$ cat src/rtl/div_sub_pkg.sv
// Shared definitions for the repeated-subtraction divider: default width and
// controller state encoding.
package div_sub_pkg;

   localparam int DEF_WIDTH = 16;

   localparam logic [2:0] ST_IDLE   = 3'd0;
   localparam logic [2:0] ST_LOAD_A = 3'd1;
   localparam logic [2:0] ST_LOAD_B = 3'd2;
   localparam logic [2:0] ST_ITER   = 3'd3;
   localparam logic [2:0] ST_DONE   = 3'd4;

   typedef enum logic [2:0] {
      IDLE   = ST_IDLE,
      LOAD_A = ST_LOAD_A,
      LOAD_B = ST_LOAD_B,
      ITER   = ST_ITER,
      DONE   = ST_DONE
   } state_e;

endpackage

$ cat src/rtl/div_sub_datapath.sv
// Divider datapath: dividend/remainder (A), divisor (B) and quotient (Q)
// registers with the subtractor, A>=B comparator and B==0 detect.
module div_sub_datapath
   import div_sub_pkg::*;
#(
   parameter int WIDTH = DEF_WIDTH
) (
   input  logic             clk,
   input  logic             rst_n,
   input  logic [WIDTH-1:0] data_in,
   input  logic             ld_a,
   input  logic             ld_b,
   input  logic             clr_q,
   input  logic             sub_en,
   output logic             a_ge_b,
   output logic             b_zero,
   output logic [WIDTH-1:0] a_out,
   output logic [WIDTH-1:0] q_out
);

   logic [WIDTH-1:0] a_q, a_d;
   logic [WIDTH-1:0] b_q, b_d;
   logic [WIDTH-1:0] q_q, q_d;

   // NOTE: every variable gets a default first, so no path leaves it unassigned and no latch is inferred.
   always_comb begin
      a_d = a_q;
      b_d = b_q;
      q_d = q_q;
      if (ld_a) begin
         a_d = data_in;
      end else if (sub_en) begin
         a_d = a_q - b_q;
      end
      if (ld_b) begin
         b_d = data_in;
      end
      if (clr_q) begin
         q_d = '0;
      end else if (sub_en) begin
         q_d = q_q + 1'b1;
      end
   end

   // NOTE: non-blocking assignments here so every register samples the pre-edge values.
   always_ff @(posedge clk or negedge rst_n) begin
      if (!rst_n) begin
         a_q <= '0;
         b_q <= '0;
         q_q <= '0;
      end else begin
         a_q <= a_d;
         b_q <= b_d;
         q_q <= q_d;
      end
   end

   assign a_ge_b = (a_q >= b_q);
   assign b_zero = (b_q == '0);
   assign a_out  = a_q;
   assign q_out  = q_q;

endmodule

$ cat src/rtl/div_by_subtraction.sv
// Sequential unsigned divider: start edge detector and controller FSM driving
// the subtract-and-count datapath. Operands arrive on data_in after start.
module div_by_subtraction
   import div_sub_pkg::*;
#(
   parameter int WIDTH = DEF_WIDTH
) (
   input  logic             clk,
   input  logic             rst_n,
   input  logic             start,
   input  logic [WIDTH-1:0] data_in,
   output logic [WIDTH-1:0] quotient,
   output logic [WIDTH-1:0] remainder,
   output logic             done,
   output logic             busy,
   output logic             div_by_zero
);

   state_e state_q, state_d;
   logic   start_q;
   logic   dbz_q, dbz_d;
   logic   go;
   logic   ld_a, ld_b, clr_q, sub_en;
   logic   a_ge_b, b_zero;

   assign go = start & ~start_q;

   div_sub_datapath #(.WIDTH(WIDTH)) u_datapath (
      .clk     (clk),
      .rst_n   (rst_n),
      .data_in (data_in),
      .ld_a    (ld_a),
      .ld_b    (ld_b),
      .clr_q   (clr_q),
      .sub_en  (sub_en),
      .a_ge_b  (a_ge_b),
      .b_zero  (b_zero),
      .a_out   (remainder),
      .q_out   (quotient)
   );

   always_comb begin
      state_d = state_q;
      dbz_d   = dbz_q;
      ld_a    = 1'b0;
      ld_b    = 1'b0;
      clr_q   = 1'b0;
      sub_en  = 1'b0;
      case (state_q)
         IDLE: begin
            if (go) state_d = LOAD_A;
         end
         LOAD_A: begin
            ld_a    = 1'b1;
            state_d = LOAD_B;
         end
         LOAD_B: begin
            ld_b    = 1'b1;
            clr_q   = 1'b1;
            dbz_d   = 1'b0;
            state_d = ITER;
         end
         ITER: begin
            // Zero divisor must be tested first: A>=0 is always true.
            if (b_zero) begin
               dbz_d   = 1'b1;
               state_d = DONE;
            end else if (a_ge_b) begin
               sub_en = 1'b1;
            end else begin
               state_d = DONE;
            end
         end
         DONE: begin
            if (go) state_d = LOAD_A;
         end
         default: state_d = IDLE;
      endcase
   end

   always_ff @(posedge clk or negedge rst_n) begin
      if (!rst_n) begin
         state_q <= IDLE;
         start_q <= 1'b0;
         dbz_q   <= 1'b0;
      end else begin
         state_q <= state_d;
         start_q <= start;
         dbz_q   <= dbz_d;
      end
   end

   assign done        = (state_q == DONE);
   assign busy        = (state_q == LOAD_A) || (state_q == LOAD_B) || (state_q == ITER);
   assign div_by_zero = dbz_q;

endmodule

$ cat config.mk
export PLATFORM = sky130hd
export DESIGN_NAME = div_by_subtraction
export DESIGN_NICKNAME = d
export VERILOG_FILES = /design/src/rtl/div_sub_pkg.sv /design/src/rtl/div_sub_datapath.sv /design/src/rtl/div_by_subtraction.sv
export SDC_FILE = /design/constraint.sdc
export NUM_CORES = 1
export LEC_CHECK = 0
export ABC_CLOCK_PERIOD_IN_PS = 10100
export BUFFER_PORTS_ARGS = -buffer_cell sky130_fd_sc_hd__buf_2
export CAP_MARGIN = 15
export CORE_ASPECT_RATIO = 0.9
export CORE_MARGIN = 8
export CORE_UTILIZATION = 60
export DETAILED_ROUTE_END_ITERATION = 12
export PLACE_DENSITY = 0.88
export SYNTH_ARGS = -nofsm -noshare
export SYNTH_HDL_FRONTEND = slang
export SYNTH_HIERARCHICAL = 1
export SYNTH_SLANG_ARGS = --single-unit
$ cat constraint.sdc
create_clock -name clk -period 10.1 [get_ports clk]
set_input_delay 0 -clock clk [delete_from_list [all_inputs] [get_ports clk]]
set_output_delay 0 -clock clk [all_outputs]
set_load 0.02 [all_outputs]
* Word-level counts from Yosys, hierarchy flattened *
Cells that the tools add are included.
W data, S select, Z words.

operators by class
  equal/unequal tests = 7
  bitwise logic cells = 2
  order comparisons = 1
  reductions and logical operators = 10
  add/subtract/negate cells = 2
  mux-type cells = 15

operators with widths
  cell                     count
  $mux W16                 4
  $add A16 B1 Y16 const B  1
  $ge A16 B16 Y1           1
  $logic_not A16 Y1        1
  $sub A16 B16 Y16         1
  $pmux W3 S4              1
  $mux W3                  3
  $eq A3 B2 Y1 const B     2
  $mux W1                  6
  $reduce_bool A2 Y1       3
  $reduce_and A2 Y1        2
  $eq A3 B1 Y1 const B     1
  $eq A3 B3 Y1 const B     1
  $logic_not A3 Y1         1
  $ne A3 B3 Y1 const B     1
  $logic_or A1 B1 Y1       2
  $ne A2 B1 Y1 const B     1
  $ne A2 B2 Y1 const B     1
  $pmux W1 S2              1
  $reduce_or A2 Y1         1
  $and A1 B1 Y1            1
  $not A1 Y1               1

storage, ports and cells
  register bits after elaboration = 53
  output and inout port bits = 35
  logic and storage cells = 43
  input port bits = 19

* Depth between registers and ports, before layout *
  depth in word-level cells = 6
  depth in mapped cells = 19
  gate-level depth less buffers = 18

* Hierarchy *
The synthesis kept the hierarchy.

modules (own cells, without submodules)
  module              seq. area each (sq um)  instances  area each (sq um)  cells each
  div_sub_datapath    1201.2                  1          2860.2             312
  div_by_subtraction  125.1                   1          254.0              23

* Worst setup path after synthesis *
Ideal clock, no wire load.

  path type = reg-to-reg
  start point = register u_datapath.a_q[0], in the netlist u_datapath/a_out[0]
  end point = register u_datapath.q_q[15], in the netlist u_datapath/q_out[15]
  stages on the path, launching flop included = 20
  required time = 9.968 ns
  clock period less this slack = 3.355 ns
  arrival = 3.223 ns
  buffers on the path = 1
  setup time = 0.132 ns
  slack = 6.745 ns
  path through = dfrtp_1 inv_1 ha_1 fa_1 nand2b_1 a21oi_2 o2111ai_2 a21boi_2 nor3_1 o21bai_1 nand2b_1 nor3_1 buf_2 o21a_1 nand3_1 nor2_4 and2_4 nand3_2 xor2_1 nor2_1

between the ends
  longest elaborated chain between the ends = 5

RTL lines
  what                                 RTL line                  text
  from (decl)                          div_sub_datapath.sv:21    logic [WIDTH-1:0] a_q, a_d;
  from (signal assigned)               div_sub_datapath.sv:48    a_q <= '0;
  from (signal assigned)               div_sub_datapath.sv:52    a_q <= a_d;
  $ge A16 B16 Y1                       div_sub_datapath.sv:58    assign a_ge_b = (a_q >= b_q);
  named net a_ge_b                     div_by_subtraction.sv:24  logic a_ge_b, b_zero;
  $mux W1                              div_by_subtraction.sv:68  end else if (a_ge_b) begin
  $mux W1                              div_by_subtraction.sv:65  if (b_zero) begin
  $mux W1                              div_by_subtraction.sv:49  case (state_q)
  named net sub_en                     div_by_subtraction.sv:23  logic ld_a, ld_b, clr_q, sub_en;
  $reduce_bool A2 Y1 (no source line)  --
  to (signal assigned)                 div_sub_datapath.sv:54    q_q <= q_d;
  to (decl)                            div_sub_datapath.sv:23    logic [WIDTH-1:0] q_q, q_d;

The timed path passes the listed nets, and every way through them passes these cells.
A chain may end at the register's enable or synchronous reset.

* Worst setup path in the final report *
  start point = register u_datapath.b_q[0]
  end point = register u_datapath.q_q[15], in the netlist u_datapath/q_out[15]

between the ends
  longest elaborated chain between the ends = 5
  elaborated cells between the ends (all ways) = 6
  those cells by class = 1 x order compare; 3 x mux; 2 x reduce/logical

RTL lines
  what                                 RTL line                  text
  from (decl)                          div_sub_datapath.sv:22    logic [WIDTH-1:0] b_q, b_d;
  from (signal assigned)               div_sub_datapath.sv:49    b_q <= '0;
  from (signal assigned)               div_sub_datapath.sv:53    b_q <= b_d;
  $ge A16 B16 Y1                       div_sub_datapath.sv:58
  named net a_ge_b                     div_by_subtraction.sv:24
  $mux W1                              div_by_subtraction.sv:68
  $mux W1                              div_by_subtraction.sv:65
  $mux W1                              div_by_subtraction.sv:49
  named net sub_en                     div_by_subtraction.sv:23
  $reduce_bool A2 Y1 (no source line)  --

The timed path passes the listed nets, and every way through them passes these cells.

==> reports/results.tsv <==
metric	value	unit
status	completed	
Post-Place Setup Slack	6.81	ns
Sink Count	53	
routability-driven placement congestion ratio	0.911	
Slew @ Worst Pin	0.647	ns
Post-Synthesis Cells	335	
top post-synthesis cells by count	53 x dfrtp_1, 32 x nand2_1, 24 x inv_1	
Skew-Pair Late Insertion Delay	0.31	ns
R2R setup slack	6.71	ns
GRT Resource Usage Total	20.3	%
Core ar.	0.00513	sq mm
num rows	25	
Startpoint Class	flop	
IO Count	54	
Setup CP Type	reg2reg	
Final Max Tran Viols	0	
first-pass GRT wire length	13000	microns
Synth Area per Inst	9.30	sq um
FF-to-FF End	u_datapath/q_out[15]	
max_slew headroom	56.9	%
Critical Path RT	10.29	ns
DRC viols	0	
Final Hold Fails	0	
peak supply drop	0.208	mV
top_reg_cell synth	dfrtp_1	
initial drt markers	153	
WL final	7770	microns
RSZ-0062 raised after global routing	no	
clock-pin slew on the worst setup and hold paths	0.09	ns
TNS Setup	0	ns
Final Critical Period	3.39	ns
Leak	1.80	nW
worst-path cell chain	ha_1 > fa_1 > nand2b_1 > a21oi_2 > o2111ai_2 > a21boi_2 > nor3_1 > o21bai_1 > nand2b_1 > nor3_2 > o21a_1 > nand3_1 > nor2_4 > and2_4 > nand3_2 > xor2_1 > nor2_1	
pwr dens	367	mW/mm^2
first drt pass iteration count	5	
CTS tree	yes	
Initial Util	60.7	%
cell taking the most area after synthesis	dfrtp_1	
sequential-to-total area share from yosys stat	42.6	%
FF+latch count, synth	53	
Worst Skew	0.00575	ns
Hold Path Class	in2async	
largest net degree at the start of global routing	54	
Synth cell types	53	
post-synth top area share	42.6	%
Multi-input gate area	0.00165	sq mm
Warnings, synthesis	6	
Post-Syn Nets	372	
fill count	356	
maxcap violations	0	
PnR worst setup slack	6.71	ns
vias in the first global route	2756	
DR WL/cell	16.5	microns
share of post-route cells with drive strength above 1	20.0	%
DP Wirelength	5530	microns
CTS Buffer Depth	2	
# setup viols final	0	
Syn-to-layout area delta	20.6	%
diode count	0	
crit-path max FO	4	
Worst EP arrival	3.58	ns
total power	1.38	mW
R2R cell count	17	
FF/Latch Area	0.00133	sq mm
# port buffers	53	
GRT overflow	0	
# nets final	440	
top post-synthesis cells by area	dfrtp_1 43%, ha_1 6.8%, xor2_1 5.1%, nand2_1 3.9%, o21ai_0 3.7%	
via/cell ratio	5.88	
Chip Width	91.9	microns
Cell Area, Synth	0.00311	sq mm
max incr delay on CP	0.42	ns
DR vias	2770	
most numerous cell in the Yosys netlist	dfrtp_1	
fraction of registers with async set/reset	100	%
Die Area	0.00775	sq mm
Worst path most repeated cell	nand2b_1	
initial antenna violation count	0	
cts repair resizes	0	
CP Capture Type	flop	
CTS buffer count	5	
Post-synth EDFFs	0	
period utilization	33.6	%
CTS root buf	clkbuf_8	
die height	84.3	microns
CP max-delay cell	dfrtp_1	
worst r2r src	u_datapath/b_q[0]	
Max Fclk	0.295	GHz
# H-tree levels	2	
Routed Antenna Nets	0	
cell families (layout without fill, tap and decap cells):
family / Yosys count / after routing / synth area share [%]
muxes: 9 / 9 / 3.01
DFF: 53 / 53 / 42.6
adders and majority gates: 18 / 18 / 7.47
and+or+nand+nor: 103 / 103 / 17.0
xor gates and xnor gates: 28 / 28 / 7.87
AOI/OAI and AO/OA: 86 / 86 / 17.1
buffers and inverters: 38 / 107 / 4.98
power breakdown:
group | switching [mW] | internal, mW
clock network | 0.0687 | 0.0984
logic | 0.524 | 0.337
registers | 0.0641 | 0.286
total | 0.657 | 0.722
final cells by class:
type	instances	area share, %
multi-input combinational	244	43.8
sequential	53	35.3
timing repair buffer	75	12.7
inverter	24	2.40
tap	67	2.23
clock buffer	5	1.83
clock inverter	3	1.73
how the worst max path moves through the flow:
stage | from | to | slack, ns | cells past startpoint
floorplan | u_datapath/a_out[0] | u_datapath/q_out[15] | 6.75 | 19
global placement | u_datapath/a_out[0] | u_datapath/q_out[15] | 6.91 | 18
detailed placement | u_datapath/b_q[0] | u_datapath/q_out[15] | 6.81 | 17
CTS | u_datapath/b_q[0] | u_datapath/q_out[15] | 6.73 | 17
global route | u_datapath/a_out[0] | u_datapath/q_out[15] | 6.47 | 18
finish | u_datapath/b_q[0] | u_datapath/q_out[15] | 6.71 | 17
per-stage QoR:
stage | area [sq um] | instances | hold slack [ns] | utilization, %
finish | 3750 | 471 | 0.340 | 73.2
global route | 3750 | 471 | 0.377 | 73.2
CTS | 3750 | 471 | 0.351 | 73.2
detailed placement | 3440 | 445 | 0.146 | 67.1
global placement | 3440 | 445 | 0.132 | 67.1
floorplan | 3110 | 335 | -0.296 | -
critical path: cells and delay by family, from the launching register on:
kind	cells	cell delay, ns
AO/OA/AOI/OAI	5	0.89
XOR/XNOR	1	0.13
flip-flops	1	0.42
AND/OR/NAND/NOR	9	1.20
adder cells (fa/ha/maj)	2	0.63
flip-flops by register name (all words and copies together), names as in the netlist:
signal	flops
div_by_zero	1
start_q	1
state_q	3
u_datapath/a_out	16
u_datapath/b_q	16
u_datapath/q_out	16
cell usage in the layout (no fill, tap or decap), drive strengths merged, types with 4 or more instances in the layout:
cell          n
o21ai        38
nor2         22
a22oi         8
nand2        32
inv          24
a21oi        17
mux2i         6
and3          5
nand2b        9
nor4          5
ha           17
dlygate4sd3  18
nand4         4
xnor2        10
nor3          4
buf          57
a21o          4
dfrtp        53
xor2         18
nand3         9
clkbuf        5
layer usage:
| layer | track usage (%) | routed length [microns] | part of all wire [%] | vias up |
|---|---|---|---|---|
| met5 | 0 | 0 | 0 | - |
| met2 | 33.8 | 3790 | 49 | 137 |
| met3 | 5.08 | 596 | 7.7 | 25 |
| li1 | - | - | - | 1297 |
| met4 | 7.02 | 204 | 2.6 | 0 |
| met1 | 24.9 | 3180 | 41 | 1311 |
repair_timing:
action | in CTS | in global routing
setup buffers | 0 | 0
hold endpoints to repair | 86 | 0
hold buffers | 18 | 0
Note: power is estimated with default switching activity, not from simulation.
